[src/rtl/yacc_dport_if.sv]
// Bundle for the shared yacc RAM data port: CPU side, host requester side and RAM side.
// DPORT_BURST_EN adds host_len (beats-1) for multi-beat host bursts.
interface yacc_dport_if #(
    parameter int unsigned AW = 15
);
    logic          cpu_req;
    logic [AW-1:0] cpu_addr;
    logic          cpu_wren;
    logic [31:0]   cpu_wdata;
    logic [1:0]    cpu_mode;
    logic          cpu_stall;

    logic          host_req;
    logic          host_we;
    logic [AW-1:0] host_addr;
    logic [31:0]   host_wdata;
    logic [1:0]    host_mode;
`ifdef DPORT_BURST_EN
    logic [3:0]    host_len;
`endif
    logic          host_gnt;
    logic          host_err;
    logic          host_rvalid;
    logic [31:0]   host_rdata;

    logic [AW-1:0] ram_daddr;
    logic          ram_wren;
    logic [31:0]   ram_datain;
    logic [1:0]    ram_access_mode;
    logic [31:0]   ram_mout;

    modport slave (
`ifdef DPORT_BURST_EN
        input  host_len,
`endif
        input  cpu_req, cpu_addr, cpu_wren, cpu_wdata, cpu_mode,
        input  host_req, host_we, host_addr, host_wdata, host_mode,
        input  ram_mout,
        output cpu_stall, host_gnt, host_err, host_rvalid, host_rdata,
        output ram_daddr, ram_wren, ram_datain, ram_access_mode
    );

    modport master (
`ifdef DPORT_BURST_EN
        output host_len,
`endif
        output cpu_req, cpu_addr, cpu_wren, cpu_wdata, cpu_mode,
        output host_req, host_we, host_addr, host_wdata, host_mode,
        output ram_mout,
        input  cpu_stall, host_gnt, host_err, host_rvalid, host_rdata,
        input  ram_daddr, ram_wren, ram_datain, ram_access_mode
    );
endinterface

[src/rtl/yacc_dport_arbiter.sv]
// Arbitrates the yacc RAM data port between the CPU (default owner) and one host requester,
// with a starvation counter forcing host slots. DPORT_BURST_EN enables LONG host bursts.
module yacc_dport_arbiter #(
    parameter int unsigned AW       = 15,
    parameter int unsigned MAX_WAIT = 8
) (
    input logic         clock,
    input logic         sync_reset,
    yacc_dport_if.slave bus
);
    localparam logic [1:0] ModeLong = 2'b00;
    localparam logic [1:0] ModeWord = 2'b01;

    typedef enum logic [1:0] {StIdle, StHost, StBurst} state_e;

    state_e        state_q, state_d;
    logic [7:0]    wait_cnt_q, wait_cnt_d;
    logic          rvalid_q, rvalid_d;

    logic          aligned;
    logic          host_win;
    logic          gnt;
    logic          err;
    logic          use_host;
    logic [AW-1:0] host_daddr;
    logic          host_we_eff;
    logic [1:0]    host_mode_eff;
    logic          live;

`ifdef DPORT_BURST_EN
    logic [3:0]    beats_left_q, beats_left_d;
    logic [AW-1:0] burst_addr_q, burst_addr_d;
    logic          burst_we_q, burst_we_d;
`endif

    always_comb begin
        unique case (bus.host_mode)
            ModeLong: aligned = (bus.host_addr[1:0] == 2'b00);
            ModeWord: aligned = (bus.host_addr[0] == 1'b0);
            default:  aligned = 1'b1;
        endcase
    end

    assign host_win = !bus.cpu_req || (wait_cnt_q == 8'(MAX_WAIT));

    always_comb begin
        state_d       = StIdle;
        gnt           = 1'b0;
        err           = 1'b0;
        use_host      = 1'b0;
        host_daddr    = bus.host_addr;
        host_we_eff   = bus.host_we;
        host_mode_eff = bus.host_mode;
`ifdef DPORT_BURST_EN
        beats_left_d  = beats_left_q;
        burst_addr_d  = burst_addr_q;
        burst_we_d    = burst_we_q;
`endif
        unique case (state_q)
`ifdef DPORT_BURST_EN
            StBurst: begin
                // Host keeps the port for the remaining beats regardless of host_req.
                gnt           = 1'b1;
                use_host      = 1'b1;
                host_daddr    = burst_addr_q;
                host_we_eff   = burst_we_q;
                host_mode_eff = ModeLong;
                beats_left_d  = beats_left_q - 4'd1;
                burst_addr_d  = burst_addr_q + AW'(4);
                state_d       = (beats_left_q == 4'd1) ? StIdle : StBurst;
            end
`endif
            default: begin
                if (bus.host_req) begin
`ifdef DPORT_BURST_EN
                    if (!aligned || (bus.host_len != 4'd0 && bus.host_mode != ModeLong)) begin
                        err = 1'b1;
                    end else if (host_win) begin
                        gnt      = 1'b1;
                        use_host = 1'b1;
                        if (bus.host_len != 4'd0) begin
                            state_d      = StBurst;
                            beats_left_d = bus.host_len;
                            burst_addr_d = bus.host_addr + AW'(4);
                            burst_we_d   = bus.host_we;
                        end else begin
                            state_d = StHost;
                        end
                    end
`else
                    if (!aligned) begin
                        err = 1'b1;
                    end else if (host_win) begin
                        gnt      = 1'b1;
                        use_host = 1'b1;
                        state_d  = StHost;
                    end
`endif
                end
            end
        endcase
    end

    always_comb begin
        wait_cnt_d = wait_cnt_q;
        if (!bus.host_req || gnt || err) begin
            wait_cnt_d = 8'd0;
        end else if (bus.cpu_req && wait_cnt_q < 8'(MAX_WAIT)) begin
            wait_cnt_d = wait_cnt_q + 8'd1;
        end
        rvalid_d = gnt && !host_we_eff;
    end

    always_ff @(posedge clock) begin
        if (sync_reset) begin
            state_q      <= StIdle;
            wait_cnt_q   <= 8'd0;
            rvalid_q     <= 1'b0;
`ifdef DPORT_BURST_EN
            beats_left_q <= 4'd0;
            burst_addr_q <= '0;
            burst_we_q   <= 1'b0;
`endif
        end else begin
            state_q      <= state_d;
            wait_cnt_q   <= wait_cnt_d;
            rvalid_q     <= rvalid_d;
`ifdef DPORT_BURST_EN
            beats_left_q <= beats_left_d;
            burst_addr_q <= burst_addr_d;
            burst_we_q   <= burst_we_d;
`endif
        end
    end

    // Outputs are masked during reset so a pending read response never escapes.
    assign live                = !sync_reset;
    assign bus.host_gnt        = gnt && live;
    assign bus.host_err        = err && live;
    assign bus.cpu_stall       = bus.cpu_req && use_host && live;
    assign bus.host_rvalid     = rvalid_q && live;
    assign bus.host_rdata      = bus.host_rvalid ? bus.ram_mout : 32'd0;
    assign bus.ram_daddr       = use_host ? host_daddr : bus.cpu_addr;
    assign bus.ram_wren        = live && (use_host ? host_we_eff : (bus.cpu_req && bus.cpu_wren));
    assign bus.ram_datain      = use_host ? bus.host_wdata : bus.cpu_wdata;
    assign bus.ram_access_mode = use_host ? host_mode_eff : bus.cpu_mode;
endmodule
[src/flat_wrapper.sv]
// flat-port wrapper written by rule: the top's interface ports become plain ports
module yacc_dport_arbiter_flat 
#(
    parameter int unsigned AW       = 15,
    parameter int unsigned MAX_WAIT = 8
)
  (clock, sync_reset, bus_cpu_req, bus_cpu_addr, bus_cpu_wren, bus_cpu_wdata, bus_cpu_mode, bus_host_req, bus_host_we, bus_host_addr, bus_host_wdata, bus_host_mode, bus_ram_mout, bus_cpu_stall, bus_host_gnt, bus_host_err, bus_host_rvalid, bus_host_rdata, bus_ram_daddr, bus_ram_wren, bus_ram_datain, bus_ram_access_mode);
  yacc_dport_if #(.AW(AW)) bus_i ();
  input logic clock;
  input logic sync_reset;
  input wire logic [$bits(bus_i.cpu_req)-1:0] bus_cpu_req;
  input wire logic [$bits(bus_i.cpu_addr)-1:0] bus_cpu_addr;
  input wire logic [$bits(bus_i.cpu_wren)-1:0] bus_cpu_wren;
  input wire logic [$bits(bus_i.cpu_wdata)-1:0] bus_cpu_wdata;
  input wire logic [$bits(bus_i.cpu_mode)-1:0] bus_cpu_mode;
  input wire logic [$bits(bus_i.host_req)-1:0] bus_host_req;
  input wire logic [$bits(bus_i.host_we)-1:0] bus_host_we;
  input wire logic [$bits(bus_i.host_addr)-1:0] bus_host_addr;
  input wire logic [$bits(bus_i.host_wdata)-1:0] bus_host_wdata;
  input wire logic [$bits(bus_i.host_mode)-1:0] bus_host_mode;
  input wire logic [$bits(bus_i.ram_mout)-1:0] bus_ram_mout;
  output wire logic [$bits(bus_i.cpu_stall)-1:0] bus_cpu_stall;
  output wire logic [$bits(bus_i.host_gnt)-1:0] bus_host_gnt;
  output wire logic [$bits(bus_i.host_err)-1:0] bus_host_err;
  output wire logic [$bits(bus_i.host_rvalid)-1:0] bus_host_rvalid;
  output wire logic [$bits(bus_i.host_rdata)-1:0] bus_host_rdata;
  output wire logic [$bits(bus_i.ram_daddr)-1:0] bus_ram_daddr;
  output wire logic [$bits(bus_i.ram_wren)-1:0] bus_ram_wren;
  output wire logic [$bits(bus_i.ram_datain)-1:0] bus_ram_datain;
  output wire logic [$bits(bus_i.ram_access_mode)-1:0] bus_ram_access_mode;
  assign bus_i.cpu_req = bus_cpu_req;
  assign bus_i.cpu_addr = bus_cpu_addr;
  assign bus_i.cpu_wren = bus_cpu_wren;
  assign bus_i.cpu_wdata = bus_cpu_wdata;
  assign bus_i.cpu_mode = bus_cpu_mode;
  assign bus_i.host_req = bus_host_req;
  assign bus_i.host_we = bus_host_we;
  assign bus_i.host_addr = bus_host_addr;
  assign bus_i.host_wdata = bus_host_wdata;
  assign bus_i.host_mode = bus_host_mode;
  assign bus_i.ram_mout = bus_ram_mout;
  assign bus_cpu_stall = bus_i.cpu_stall;
  assign bus_host_gnt = bus_i.host_gnt;
  assign bus_host_err = bus_i.host_err;
  assign bus_host_rvalid = bus_i.host_rvalid;
  assign bus_host_rdata = bus_i.host_rdata;
  assign bus_ram_daddr = bus_i.ram_daddr;
  assign bus_ram_wren = bus_i.ram_wren;
  assign bus_ram_datain = bus_i.ram_datain;
  assign bus_ram_access_mode = bus_i.ram_access_mode;
  yacc_dport_arbiter #(.AW(AW), .MAX_WAIT(MAX_WAIT)) u_core (.clock(clock), .sync_reset(sync_reset), .bus(bus_i));
endmodule
[config.mk]
export PLATFORM = sky130hd
export DESIGN_NAME = yacc_dport_arbiter_flat
export DESIGN_NICKNAME = d
export VERILOG_FILES = /design/src/rtl/yacc_dport_if.sv /design/src/rtl/yacc_dport_arbiter.sv /design/src/flat_wrapper.sv
export SDC_FILE = /design/constraint.sdc
export NUM_CORES = 1
export LEC_CHECK = 0
export ABC_CLOCK_PERIOD_IN_PS = 4030
export CORE_AREA = 2 2 86 88
export CTS_CLUSTER_DIAMETER = 50
export DETAILED_ROUTE_END_ITERATION = 10
export DIE_AREA = 0 0 88 90
export PLACE_DENSITY = 0.81
export SETUP_SLACK_MARGIN = 0.2
export SYNTH_ARGS = -nofsm -noshare
export SYNTH_HDL_FRONTEND = slang
export SYNTH_SLANG_ARGS = --single-unit
[constraint.sdc]
create_clock -name clock -period 4.03 [get_ports clock]
set_input_delay 0.806 -clock clock [delete_from_list [all_inputs] [get_ports clock]]
set_output_delay 0.806 -clock clock [all_outputs]
set_load 0.02 [all_outputs]
Word level (Yosys, flattened, before mapping):

Cells that the tools add are included.

* word-level logic and storage cells: 37
* bits in registers: 9

* reductions and logical operators: 19
* add/sub/neg operators: 1
* bitwise operators: 1
* equal/unequal tests: 2
* order comparisons: 1
* multiplexer cells: 11

Operators with widths (number)
* 32-bit two-way mux: 2
* 15-bit two-way mux: 1
* 1-bit logical AND: 9
* 8-bit by 1-bit adder with 8-bit output, second input constant: 1
* 8-bit by 4-bit == test with 1-bit output, second input constant: 1
* 8-bit by 4-bit < comparator with 1-bit output, second input constant: 1
* 1-bit two-way mux: 6
* 1-bit logical NOT: 4
* 2-bit logical NOT: 2
* 1-bit logical OR: 3
* 2-bit by 1-bit == test with 1-bit output, second input constant: 1
* 2-bit two-way mux: 1
* 1-bit case mux with 2 select lines: 1
* 2-bit OR reduction: 1
* 1-bit inverter: 1

Depth between registers and ports, before layout:

* depth after elaboration: 8
* mapped depth: 6
* mapped depth without buffers: 5

Worst setup path after synthesis:

Ideal clock, no wire load.

* kind: input -> output
* from: input port bus_host_addr[1]
* to: output port bus_cpu_stall
* stages: 5
* arrival: 1978 ps
* path buffers: 1
* setup slack: 1246 ps
* cell sequence: nor2b_1 > o21bai_1 > nand3_4 > clkbuf_8 > nor3_1

* longest elaborated chain between the ends: 6

Ends and longest elaborated chain
* start: declaration: line flat_wrapper.sv:18 `input wire logic [$bits(bus_i.host_addr)-1:0] bus_host_addr;`
* 2-bit logical NOT: line yacc_dport_arbiter.sv:38 `ModeLong: aligned = (bus.host_addr[1:0] == 2'b00);`
* 1-bit case mux with 2 select lines: line yacc_dport_arbiter.sv:37 `unique case (bus.host_mode)`
* 1-bit two-way mux: line yacc_dport_arbiter.sv:91 `if (!aligned) begin`
* 1-bit two-way mux: line yacc_dport_arbiter.sv:74 `if (bus.host_req) begin`
* 1-bit logical AND (2 in a row): line yacc_dport_arbiter.sv:140 `assign bus.cpu_stall = bus.cpu_req && use_host && live;`
* end: declaration: line flat_wrapper.sv:22 `output wire logic [$bits(bus_i.cpu_stall)-1:0] bus_cpu_stall;`

No other way between the ends.

Worst setup path after layout:

* from: input port bus_cpu_req
* to: output port bus_ram_access_mode[1]

* longest elaborated chain between the ends: 6

Ends and longest elaborated chain
* start: declaration: line flat_wrapper.sv:11 `input wire logic [$bits(bus_i.cpu_req)-1:0] bus_cpu_req;`
* 1-bit logical NOT: line yacc_dport_arbiter.sv:44 `assign host_win = !bus.cpu_req || (wait_cnt_q == 8'(MAX_WAIT));`
* 1-bit logical OR: line yacc_dport_arbiter.sv:44
* 1-bit two-way mux: line yacc_dport_arbiter.sv:93 `end else if (host_win) begin`
* 1-bit two-way mux: line yacc_dport_arbiter.sv:91
* 1-bit two-way mux: line yacc_dport_arbiter.sv:74
* 2-bit two-way mux: line yacc_dport_arbiter.sv:146 `assign bus.ram_access_mode = use_host ? host_mode_eff : bus.cpu_mode;`
* end: declaration: line flat_wrapper.sv:30 `output wire logic [$bits(bus_i.ram_access_mode)-1:0] bus_ram_access_mode;`

No other way between the ends.

==> qor.csv <==
metric,value,unit
worst skew pair latency,0.23,ns
width of the die,88,um
RR Endpoint,u_core.wait_cnt_q[1],
vias in the first global route,1970,
fin crit period,3.762,ns
CTS root buf,clkbuf_8,
Syn Area/Cell,9.559,um^2
clock sink count,9,
P_leak,1.680,nW
die area,7920,um^2
WHS Endpoint,u_core.wait_cnt_q[5],
drt total wl,6283,um
initial drt markers,45,
Antenna diodes,0,
H-tree Lvls,1,
WP data required,3.22,ns
share of cells above drive strength 1,18.16,%
Relative slew margins,78.57,%
HP Class,reg -> reg,
Syn Nets,274,
top post-synthesis cells by area,"mux2_2, and2_1, dfxtp_1",
worst-path cell chain,"clkdlybuf4s50_1, inv_1, a41o_2, nand3_4, buf_4, mux2_2, clkdlybuf4s50_1",
Sequential Area,180.2,um^2
CTS Buffer Depth,2,
vias,1882,
critical path's slowest cell,clkdlybuf4s50_1,
ys async rst share,0,%
IO Port Bufs,221,
Multi-input gate area,1031,um^2
most frequent cells in the layout,"clkdlybuf4s50_1, mux2_2, and2_1",
pwr/cell area,143.1,nW/um^2
GP Congestion,0.7882,
CTS tree,built,
"Hold-fix buffers, CTS",0,
clk_skew,0.0004560,ns
die height,90,um
final period utilization,93.36,%
grt met1 use,15.68,%
largest net degree at the start of global routing,34,
WP buf/inv,4,
"delay-heaviest family, CP",buffers and inverters,
Yosys top cell by area,mux2_2,
crit path max fanout,9,
mapped cell area,1300,um^2
hold depth,1,
RSZ-0062 raised after global routing,true,
CTS Buf Count,3,
initial antenna violation count,0,
synthesized flop and latch total,9,
first-pass GRT wire length,9390,um
"EDFF count, synth",0,
Initial Util,18.52,%
Critical Path Sink Type,output port,
Final setup viols,0,
clk slew on worst S/H paths,0.04,ns
most frequent CP cell,clkdlybuf4s50_1,
Critical Path Start Type,primary input,
Layout fillers,640,
CP Data Arrival Time,2.96,ns
Ys Warns,0,
GR Overflow Total,0,
Mapped Cells,136,
Main synth FF type,dfxtp_1,
vias per cell,4.118,
Synth top area share,39.85,%
total track usage,14.87,%
CP peak stage delay,0.55,ns
critical path class,in -> out,
Layout area overhead,187.1,%
tightest hold margin,0.5049,ns
MaxCap Viol Count,0,
"commonest non-fill, non-tap cell in the layout",clkdlybuf4s50_1,
"reg-to-reg slack, setup",2.39,ns
sequential share of the synthesized area,13.86,%
Worst R2R Path Depth,5,
Final nets,497,
CORE AREA,7020,um^2
Least-Margin Pin Slew,0.3189,ns
# rows,31,
VDD IR max,0.1215,mV
hold_sp,u_core.wait_cnt_q[5],
Wirelength per Cell,13.75,um
grt met3 use,4.683,%
status,"finished, final reports clean",
Peak Freq,265.8,MHz
Remaining DRCs,0,
Unique masters post-synth,24,
final slew viol count,0,
DP Wirelength,5565,um
met2 Use GR,27.84,%
worst flop-to-flop path startpoint,u_core.wait_cnt_q[1],
GR peak layer,met2,
DRT Pass-1 Iters,3,
Antenna Nets Post-Route,0,
final hold vios,0,
setup TNS,0,ns
total I/O pin count,222,
-- final cells by class --
class,count,area share [%]
multi-input cells,115,27.62
repair buffers,226,62.62
clock buffers,4,1.207
well taps,99,3.319
inverters,4,0.4023
flip-flops and latches,9,4.827
-- logic make-up after synthesis --
family,Yosys count,synth area share [%]
compound gates,4,2.695
xor+xnor,2,1.348
fa+ha+maj,2,1.925
buf+inv,12,7.315
flops,9,13.86
mux,51,44.85
simple gates,56,28.01
-- registers in the layout, indices dropped and copies added, names as in the netlist --
signal,count
u_core.wait_cnt_q,8
u_core.rvalid_q,1
-- how the worst max path moves through the flow --
stage	startpoint	end	slack (ns)	cells after the start
CTS	bus_cpu_req	bus_ram_datain[9]	0.23	7
detailed placement	bus_host_addr[1]	bus_ram_daddr[12]	0.17	7
global route	bus_cpu_req	bus_ram_access_mode[1]	0.15	7
finish	bus_cpu_req	bus_ram_access_mode[1]	0.27	7
global placement	bus_host_addr[1]	bus_ram_daddr[12]	0.20	7
floorplan	bus_host_addr[1]	bus_cpu_stall	1.25	5
-- Yosys cell counts (2+ instances only) --
library cell / number
and2_1: 35
ha_1: 2
nand2b_1: 2
mux2i_1: 2
nor2b_1: 2
clkbuf_1: 3
nor3_1: 4
mux2_2: 46
clkbuf_8: 5
xnor2_1: 2
dfxtp_1: 9
mux2_4: 3
inv_1: 4
nand3b_1: 2
nor2_1: 6
-- per-layer routing --
metal	up-vias	share of wire (%)	routed length, um
li1	912	-	-
met4	0	1.8	112
met5	-	0	0
met3	10	12	726
met2	140	52	3241
met1	820	35	2203
-- power by group --
| part | leakage, nW | switching, W | internal [W] |
|---|---|---|---|
| registers | 0.0726 | 0.000000166 | 0.0000899 |
| clock network | 0.0228 | 0.0000337 | 0.0000687 |
| logic | 1.58 | 0.000119 | 0.000223 |
-- timing repair --
item,CTS,global route
buffers inserted,0,0
gates resized for setup,3,32
endpoints found under the setup margin,9,43
hold endpoints to repair,0,0
-- stage by stage --
stage               area, um^2  utilization [%]  setup WS (ns)  power [W]  instances
floorplan                 1300                -          1.246  0.0002207        136
global placement          3606            51.36         0.1986  0.0004384        453
detailed placement        3606            51.36         0.1746  0.0004405        453
CTS                       3651            52.01         0.2269  0.0005470        457
global route              3732            53.16         0.1505  0.0005670        457
finish                    3732            53.16         0.2676  0.0005340        457
Power figures use the tool's default switching activity.
